`config.mk`:
```
export PLATFORM = sky130hd
export DESIGN_NAME = hilo_ctrl
export DESIGN_NICKNAME = d
export VERILOG_FILES = /design/src/rtl/hilo_ctrl.sv
export SDC_FILE = /design/constraint.sdc
export NUM_CORES = 1
export LEC_CHECK = 0
export CORE_MARGIN = 10
export CORE_UTILIZATION = 30
export DETAILED_ROUTE_END_ITERATION = 12
export RECOVER_POWER = 25
export REMOVE_ABC_BUFFERS = 1
export SYNTH_ARGS = -nofsm -noshare
export SYNTH_HDL_FRONTEND = slang
export SYNTH_SLANG_ARGS = --single-unit
```
`constraint.sdc`:
```
create_clock -name clk -period 2.6 [get_ports clk]
set_input_delay 0.52 -clock clk [delete_from_list [all_inputs] [get_ports clk]]
set_output_delay 0.52 -clock clk [all_outputs]
set_load 0.1 [all_outputs]
```
`src/rtl/hilo_ctrl.sv`:
```
// HI/LO register controller: sequences a multi-cycle divider and handles MTHI/MTLO writes.
// Stalls the pipeline via busy while a division is in flight.
module hilo_ctrl #(
  parameter int unsigned TIMEOUT = 48
) (
  input  logic        clk,
  input  logic        reset,
  input  logic        op_start,
  input  logic [1:0]  op_sel,
  input  logic [31:0] rs_val,
  input  logic [31:0] rt_val,
  output logic        div_go,
  output logic [31:0] div_a,
  output logic [31:0] div_b,
  input  logic        div_end,
  input  logic        div_zero,
  input  logic [31:0] div_high,
  input  logic [31:0] div_low,
  output logic [31:0] hi_out,
  output logic [31:0] lo_out,
  output logic        busy,
  output logic        done,
  output logic        dz_exc,
  output logic        tmo_err
);

  typedef enum logic [1:0] {StIdle, StLaunch, StWait, StDone} state_e;

  localparam logic [5:0] CntLast = 6'(TIMEOUT - 1);

  state_e      state_q, state_d;
  logic [31:0] hi_q, hi_d;
  logic [31:0] lo_q, lo_d;
  logic [31:0] a_q, a_d;
  logic [31:0] b_q, b_d;
  logic [5:0]  cnt_q, cnt_d;
  logic        dz_q, dz_d;
  logic        tmo_q, tmo_d;

  always_ff @(posedge clk) begin
    if (reset) begin
      state_q <= StIdle;
      hi_q    <= '0;
      lo_q    <= '0;
      a_q     <= '0;
      b_q     <= '0;
      cnt_q   <= '0;
      dz_q    <= 1'b0;
      tmo_q   <= 1'b0;
    end else begin
      state_q <= state_d;
      hi_q    <= hi_d;
      lo_q    <= lo_d;
      a_q     <= a_d;
      b_q     <= b_d;
      cnt_q   <= cnt_d;
      dz_q    <= dz_d;
      tmo_q   <= tmo_d;
    end
  end

  always_comb begin
    state_d = state_q;
    hi_d    = hi_q;
    lo_d    = lo_q;
    a_d     = a_q;
    b_d     = b_q;
    cnt_d   = cnt_q;
    dz_d    = dz_q;
    tmo_d   = tmo_q;
    div_go  = 1'b0;

    unique case (state_q)
      StIdle: begin
        // Operands only move here, so they hold steady for the whole division.
        if (op_start) begin
          unique case (op_sel)
            2'b00: begin
              a_d     = rs_val;
              b_d     = rt_val;
              state_d = StLaunch;
            end
            2'b01:   hi_d = rs_val;
            2'b10:   lo_d = rs_val;
            default: ;
          endcase
        end
      end
      StLaunch: begin
        div_go  = 1'b1;
        cnt_d   = '0;
        state_d = StWait;
      end
      StWait: begin
        cnt_d = cnt_q + 6'd1;
        if (div_zero) begin
          dz_d    = 1'b1;
          state_d = StDone;
        end else if (div_end) begin
          hi_d    = div_high;
          lo_d    = div_low;
          state_d = StDone;
        end else if (cnt_q == CntLast) begin
          tmo_d   = 1'b1;
          state_d = StDone;
        end
      end
      StDone: begin
        dz_d    = 1'b0;
        tmo_d   = 1'b0;
        state_d = StIdle;
      end
      default: state_d = StIdle;
    endcase
  end

  assign div_a   = a_q;
  assign div_b   = b_q;
  assign hi_out  = hi_q;
  assign lo_out  = lo_q;
  assign busy    = (state_q != StIdle);
  assign done    = (state_q == StDone);
  assign dz_exc  = dz_q;
  assign tmo_err = tmo_q;

endmodule

```
* Word level (Yosys, flattened, before mapping)
Index checks and enable logic that the tools add are counted.
Cells by class: reductions and logical operators 12, add/sub/neg operators 1, mux-type cells 24, equal/unequal tests 16
Operator list (number):
- two-way mux 32 bit | 8
- one-hot mux 32 bit (2 select lines) | 2
- != test 2 bit, second input constant | 6
- one-hot mux 6 bit (2 select lines) | 1
- two-way mux 2 bit | 5
- AND reduction 5 bit | 2
- one-hot mux 2 bit (4 select lines) | 1
- nonzero test 2 bit | 4
- adder 6 x 1 -> 6 bit, second input constant | 1
- == test 2 bit, second input constant | 3
- == test 6 bit, second input constant | 1
- != test 2 x 1 -> 1 bit, second input constant | 3
- AND reduction 3 bit | 2
- two-way mux 1 bit | 5
- == test 2 x 1 -> 1 bit, second input constant | 2
- logical NOT 2 bit | 2
- != test 4 bit, second input constant | 1
- one-hot mux 1 bit (2 select lines) | 2
- AND reduction 4 bit | 1
- AND reduction 2 bit | 1
Word-level totals: output and inout bits 133, bits of input ports 135, word-level logic and storage cells 61, flip-flop bits (word level) 138

* Logic depth before layout (Yosys ltp)
depth in word-level cells 5, mapped depth 8

* Least setup slack after synthesis
OpenSTA, ideal clock, no wires.
path type register to register, from reg state_q[0], to reg state_q[1], clock period less this slack 2.095 ns, arrival time 2.025 ns, cell stages (with the launch flop) 7, slack 0.505 ns, path buffers 0, cells stage by stage dfxtp_1 -> inv_1 -> ha_1 -> inv_1 -> nor2_1 -> or3b_2 -> a21oi_1
On the way: longest elaborated chain between the ends 3
RTL lines:
- from (decl) | line 31 | state_e state_q, state_d;
- from (signal assigned) | line 42 | state_q <= StIdle;
- from (signal assigned) | line 51 | state_q <= state_d;
- == test 2 bit / logical NOT 2 bit (equally long branches) | line 73 | unique case (state_q)
- != test 4 bit (no line), or another cell as far along
- AND reduction 3 bit (no line)
Parallel ways exist; a longest one is shown, timed or not. A chain may end at the register's enable or synchronous reset.

* Final worst setup path
from reg hi_q[1] (netlist: hi_out[1]), to out hi_out[1]
RTL lines:
- from (decl) | line 32 | logic [31:0] hi_q, hi_d;
- from (signal assigned) | line 52 | hi_q <= hi_d;
- to (decl) | line 19 | output logic [31:0] hi_out,
No word-level cell between the ends.

==> impl_metrics.prom <==
# TYPE chip_impl_metric gauge
chip_impl_info{name="result_of_the_run",value="completed"} 1
chip_impl_metric{name="cts_max_path_buffers",unit=""} 2
chip_impl_metric{name="cts_num_sinks",unit=""} 138
chip_impl_info{name="most_used_standard_cells_in_the_synthesized_netlist",value="138 x sky130_fd_sc_hd__dfxtp_1, 132 x sky130_fd_sc_hd__nand2_1, 131 x sky130_fd_sc_hd__a21oi_1, 70 x sky130_fd_sc_hd__nor2_1, 65 x sky130_fd_sc_hd__a211oi_1"} 1
chip_impl_metric{name="syn_to_final_growth",unit="%"} 53.9
chip_impl_metric{name="nNetsFinal",unit=""} 1048
chip_impl_info{name="timing_worst_setup_path_type",value="flip-flop to output port"} 1
chip_impl_metric{name="rows",unit=""} 49
chip_impl_metric{name="critical_path_depth",unit=""} 1
chip_impl_info{name="synth_top_family_by_area",value="compound AO/OA/AOI/OAI gates"} 1
chip_impl_metric{name="synthCells",unit=""} 662
chip_impl_metric{name="syn-mean-instance-area",unit="µm²"} 8.22
chip_impl_metric{name="stage_delay_of_the_slowest_cell_on_the_critical_path",unit="ns"} 0.91
chip_impl_metric{name="sequential_power_share",unit="%"} 28.8
chip_impl_metric{name="total_leakage_power",unit="nW"} 3.06
chip_impl_metric{name="numPortBuffers",unit=""} 267
chip_impl_info{name="clock_tree_from_tritoncts",value="yes"} 1
chip_impl_metric{name="intPower",unit="mW"} 4.68
chip_impl_metric{name="clkSlewWorstSetupHoldPaths",unit="ns"} 0.06
chip_impl_info{name="launch_point_of_the_worst_hold_path",value="div_b[6]"} 1
chip_impl_metric{name="antennaDiodeCount",unit=""} 0
chip_impl_metric{name="grt_max_degree",unit=""} 65
chip_impl_metric{name="ys_warn_count",unit=""} 0
chip_impl_info{name="timing.critical_path.slowest_stage_cell",value="sky130_fd_sc_hd__clkbuf_1"} 1
chip_impl_metric{name="finalWorstPathRequiredPeriod",unit="ns"} 2.17
chip_impl_info{name="synth_most_common_cell",value="sky130_fd_sc_hd__dfxtp_1"} 1
chip_impl_info{name="min_to",value="div_b[6]"} 1
chip_impl_metric{name="post_synth_mux_area_share",unit="%"} 0.368
chip_impl_metric{name="antenna_violating_nets_post_route",unit=""} 0
chip_impl_metric{name="count_of_h_tree_levels_built_during_cts",unit=""} 4
chip_impl_metric{name="fp.dieArea",unit="µm²"} 23900
chip_impl_metric{name="wl_per_cell",unit="µm"} 17.0
chip_impl_metric{name="dp_hpwl",unit="mm"} 14.5
chip_impl_metric{name="grt_antenna_before_repair",unit=""} 0
chip_impl_metric{name="netSwitchingPower",unit="mW"} 4.15
chip_impl_info{name="worst_r2r_endpoint",value="lo_out[12]"} 1
chip_impl_metric{name="design.core.area",unit="µm²"} 17900
chip_impl_info{name="min_path_type",value="flip-flop to flip-flop"} 1
chip_impl_metric{name="finalSetupViolCount",unit=""} 0
chip_impl_metric{name="layout_cell_share_with_drive_strength_beyond_1",unit="%"} 13.4
chip_impl_metric{name="grt_first_pass_wirelength",unit="mm"} 30.2
chip_impl_metric{name="synth-edff-count",unit=""} 0
chip_impl_metric{name="reg2reg_depth",unit=""} 7
chip_impl_metric{name="timing.reg2reg.setup_slack",unit="ns"} 0.50
chip_impl_metric{name="multi_input_area",unit="µm²"} 2460
chip_impl_metric{name="worst-endpoint-required",unit="ns"} 2.08
chip_impl_info{name="yosys-top-cells-area",value="sky130_fd_sc_hd__dfxtp_1 51%, sky130_fd_sc_hd__a21oi_1 12%, sky130_fd_sc_hd__nand2_1 9.1%"} 1
chip_impl_metric{name="grt-ovfl-total",unit=""} 0
chip_impl_metric{name="post_synth_fa_ha_maj_area_fraction",unit="%"} 1.38
chip_impl_info{name="synth_ff_type",value="sky130_fd_sc_hd__dfxtp_1"} 1
chip_impl_metric{name="sw_frac_of_total",unit="%"} 47.0
chip_impl_metric{name="fmax",unit="GHz"} 0.460
chip_impl_metric{name="cts_resized",unit=""} 0
chip_impl_metric{name="flop_and_latch_count_out_of_synthesis",unit=""} 138
chip_impl_metric{name="critical_path_arrival",unit="ns"} 1.65
chip_impl_metric{name="crit_fanout",unit=""} 2
chip_impl_metric{name="drt-total-wl",unit="mm"} 19.5
chip_impl_metric{name="max_slew_margin",unit="%"} 18.0
chip_impl_info{name="timing.rr.start",value="state_q[1]"} 1
chip_impl_metric{name="insertion_delay",unit="ns"} 0.42
chip_impl_metric{name="tightestPinTransition",unit="ns"} 1.24
chip_impl_metric{name="p_per_area",unit="nW/µm²"} 1050
chip_impl_metric{name="fin_skew",unit="ns"} 0.00675
chip_impl_metric{name="worst-path-buf-inv",unit=""} 1
chip_impl_metric{name="vias_per_cell",unit=""} 4.69
chip_impl_metric{name="comb_power_share",unit="%"} 44.7
chip_impl_metric{name="via_count_of_the_first_global_routing_pass",unit=""} 5443
chip_impl_metric{name="finalHoldViolations",unit=""} 0
chip_impl_metric{name="remaining_drc_errors",unit=""} 0
chip_impl_metric{name="die_h",unit="µm"} 155
chip_impl_metric{name="p_total",unit="mW"} 8.83
chip_impl_metric{name="layout.core_utilization",unit="%"} 46.8
chip_impl_info{name="crit_path_cell_trace",value="clkbuf_1"} 1
chip_impl_metric{name="worst_hold_path.num_cells",unit=""} 2
chip_impl_metric{name="first_pass_iters",unit=""} 6
chip_impl_metric{name="n_fill_cell",unit=""} 1845
chip_impl_metric{name="post_synthesis_share_of_cell_area_spent_on_and_or_nand_and_nor_gates",unit="%"} 19.6
chip_impl_metric{name="max_cap_violations",unit=""} 0
chip_impl_info{name="rsz_0062_raised_after_global_routing",value="false"} 1
chip_impl_metric{name="cts_setup_buffers",unit=""} 0
chip_impl_metric{name="global_route.usage.total",unit="%"} 15.8
chip_impl_metric{name="mappedNetlistArea",unit="µm²"} 5440
chip_impl_metric{name="io_pins",unit=""} 268
chip_impl_metric{name="async_flop_share",unit="%"} 0
chip_impl_metric{name="synth_top_cell_area_share",unit="%"} 50.8
chip_impl_metric{name="worst_ir_drop_vdd",unit="V"} 0.000444
chip_impl_metric{name="period_share",unit="%"} 83.6
chip_impl_metric{name="drt_initial_violations",unit=""} 178
chip_impl_metric{name="layout.area.seq",unit="µm²"} 2760
chip_impl_metric{name="synth-compound-area-share",unit="%"} 23.0
chip_impl_metric{name="detailroute.via_count",unit=""} 5392
chip_impl_info{name="worstSetupStartpoint",value="hi_out[1]"} 1
chip_impl_info{name="worst_path_dominant_cell_family",value="buffers and inverters"} 1
chip_impl_metric{name="synth.lib_cells_used.distinct",unit=""} 29
chip_impl_metric{name="synth.yosys.seq_area_share",unit="%"} 50.8
chip_impl_metric{name="cts_buffers",unit=""} 17
chip_impl_info{name="netlist.top_cell.by_area",value="sky130_fd_sc_hd__dfxtp_1"} 1
chip_impl_metric{name="p_clk_share",unit="%"} 26.5
chip_impl_info{name="end_kind",value="output port"} 1
chip_impl_metric{name="starting_density_of_the_core",unit="%"} 30.4
chip_impl_metric{name="ctsHoldBuffers",unit=""} 0
chip_impl_metric{name="fp.dieW",unit="µm"} 155
chip_impl_metric{name="post_synthesis_xor_xnor_area_fraction",unit="%"} 0.644
chip_impl_info{name="cts.root.buffer_cell",value="sky130_fd_sc_hd__clkbuf_16"} 1
chip_impl_metric{name="finalMaxSlewViolations",unit=""} 0
chip_impl_info{name="worstSetupStartpointType",value="flip-flop"} 1
chip_impl_metric{name="place.gp.congestion",unit=""} 0.748
## sequential cells by signal (all words and copies together), names as in the netlist
name,count
div_a,32
hi_out,32
lo_out,32
div_b,32
state_q,2
cnt_q,6
dz_exc,1
tmo_err,1
## cell type report
cell class	instances	area share, %
Sequential cell	138	33.0
Clock inverter	12	1.36
Clock buffer	20	5.45
Inverter	4	0.179
Timing Repair Buffer	278	27.2
Multi-Input combinational cell	468	29.4
Tap cell	229	3.42
## per-layer routing
| metal | part of all wire, % | GRT usage (%) | vias up |
|---|---|---|---|
| met5 | 0 | 0 | - |
| met4 | 1.6 | 5.31 | 0 |
| met3 | 10 | 7.52 | 23 |
| met2 | 45 | 25.1 | 185 |
| met1 | 43 | 18.2 | 2419 |
| li1 | - | - | 2765 |
## per-stage QoR
step	cells	hold slack, ns	setup WS (ns)	setup TNS, ns	cell area [µm²]
after global placement	1117	0.442	0.331	0	8030
after detailed placement	1117	0.447	0.264	0	8030
after CTS	1149	0.456	0.415	0	8600
after floorplan	610	0.454	-2.00	-132.54	5220
final	1149	0.451	0.427	0	8370
after global routing	1149	0.470	0.308	0	8370
## worst max path at each step
stage	to	slack [ns]
global route	lo_out[28]	0.31
floorplan	hi_out[0]	-2.00
finish	hi_out[1]	0.43
global placement	lo_out[23]	0.33
CTS	busy	0.42
detailed placement	lo_out[12]	0.26
## cell families (layout without fill, tap and decap cells)
group | after synthesis | in the layout
simple gates | 250 | 250
compound gates | 206 | 206
flops | 138 | 138
buf+inv | 56 | 314
fa+ha+maj | 6 | 6
xor+xnor | 4 | 4
mux | 2 | 2
## power by group through the flow
| stage | combinational [mW] | sequential [mW] | clock [mW] |
|---|---|---|---|
| floorplan | 1.17 | 4.38 | 0 |
| global placement | 4.07 | 2.58 | 0 |
| detailed placement | 4.07 | 2.59 | 0 |
| CTS | 4.08 | 2.55 | 2.40 |
| global route | 4.20 | 2.58 | 2.50 |
| finish | 3.95 | 2.54 | 2.34 |
## cell usage in the layout (no fill, tap or decap), types with 4 or more instances in the layout
| cell | count |
|---|---|
| sky130_fd_sc_hd__nor2_1 | 70 |
| sky130_fd_sc_hd__dfxtp_1 | 138 |
| sky130_fd_sc_hd__buf_12 | 7 |
| sky130_fd_sc_hd__inv_6 | 4 |
| sky130_fd_sc_hd__buf_4 | 77 |
| sky130_fd_sc_hd__a211oi_1 | 65 |
| sky130_fd_sc_hd__clkbuf_16 | 17 |
| sky130_fd_sc_hd__ha_1 | 5 |
| sky130_fd_sc_hd__nor2b_1 | 33 |
| sky130_fd_sc_hd__nand2_1 | 131 |
| sky130_fd_sc_hd__a21oi_1 | 131 |
| sky130_fd_sc_hd__nand2b_1 | 4 |
| sky130_fd_sc_hd__clkdlybuf4s50_1 | 133 |
| sky130_fd_sc_hd__clkinvlp_4 | 4 |
| sky130_fd_sc_hd__inv_1 | 4 |
| sky130_fd_sc_hd__clkbuf_1 | 62 |
| sky130_fd_sc_hd__o21ai_0 | 4 |
No activity file was read; power rests on OpenSTA's default activity.
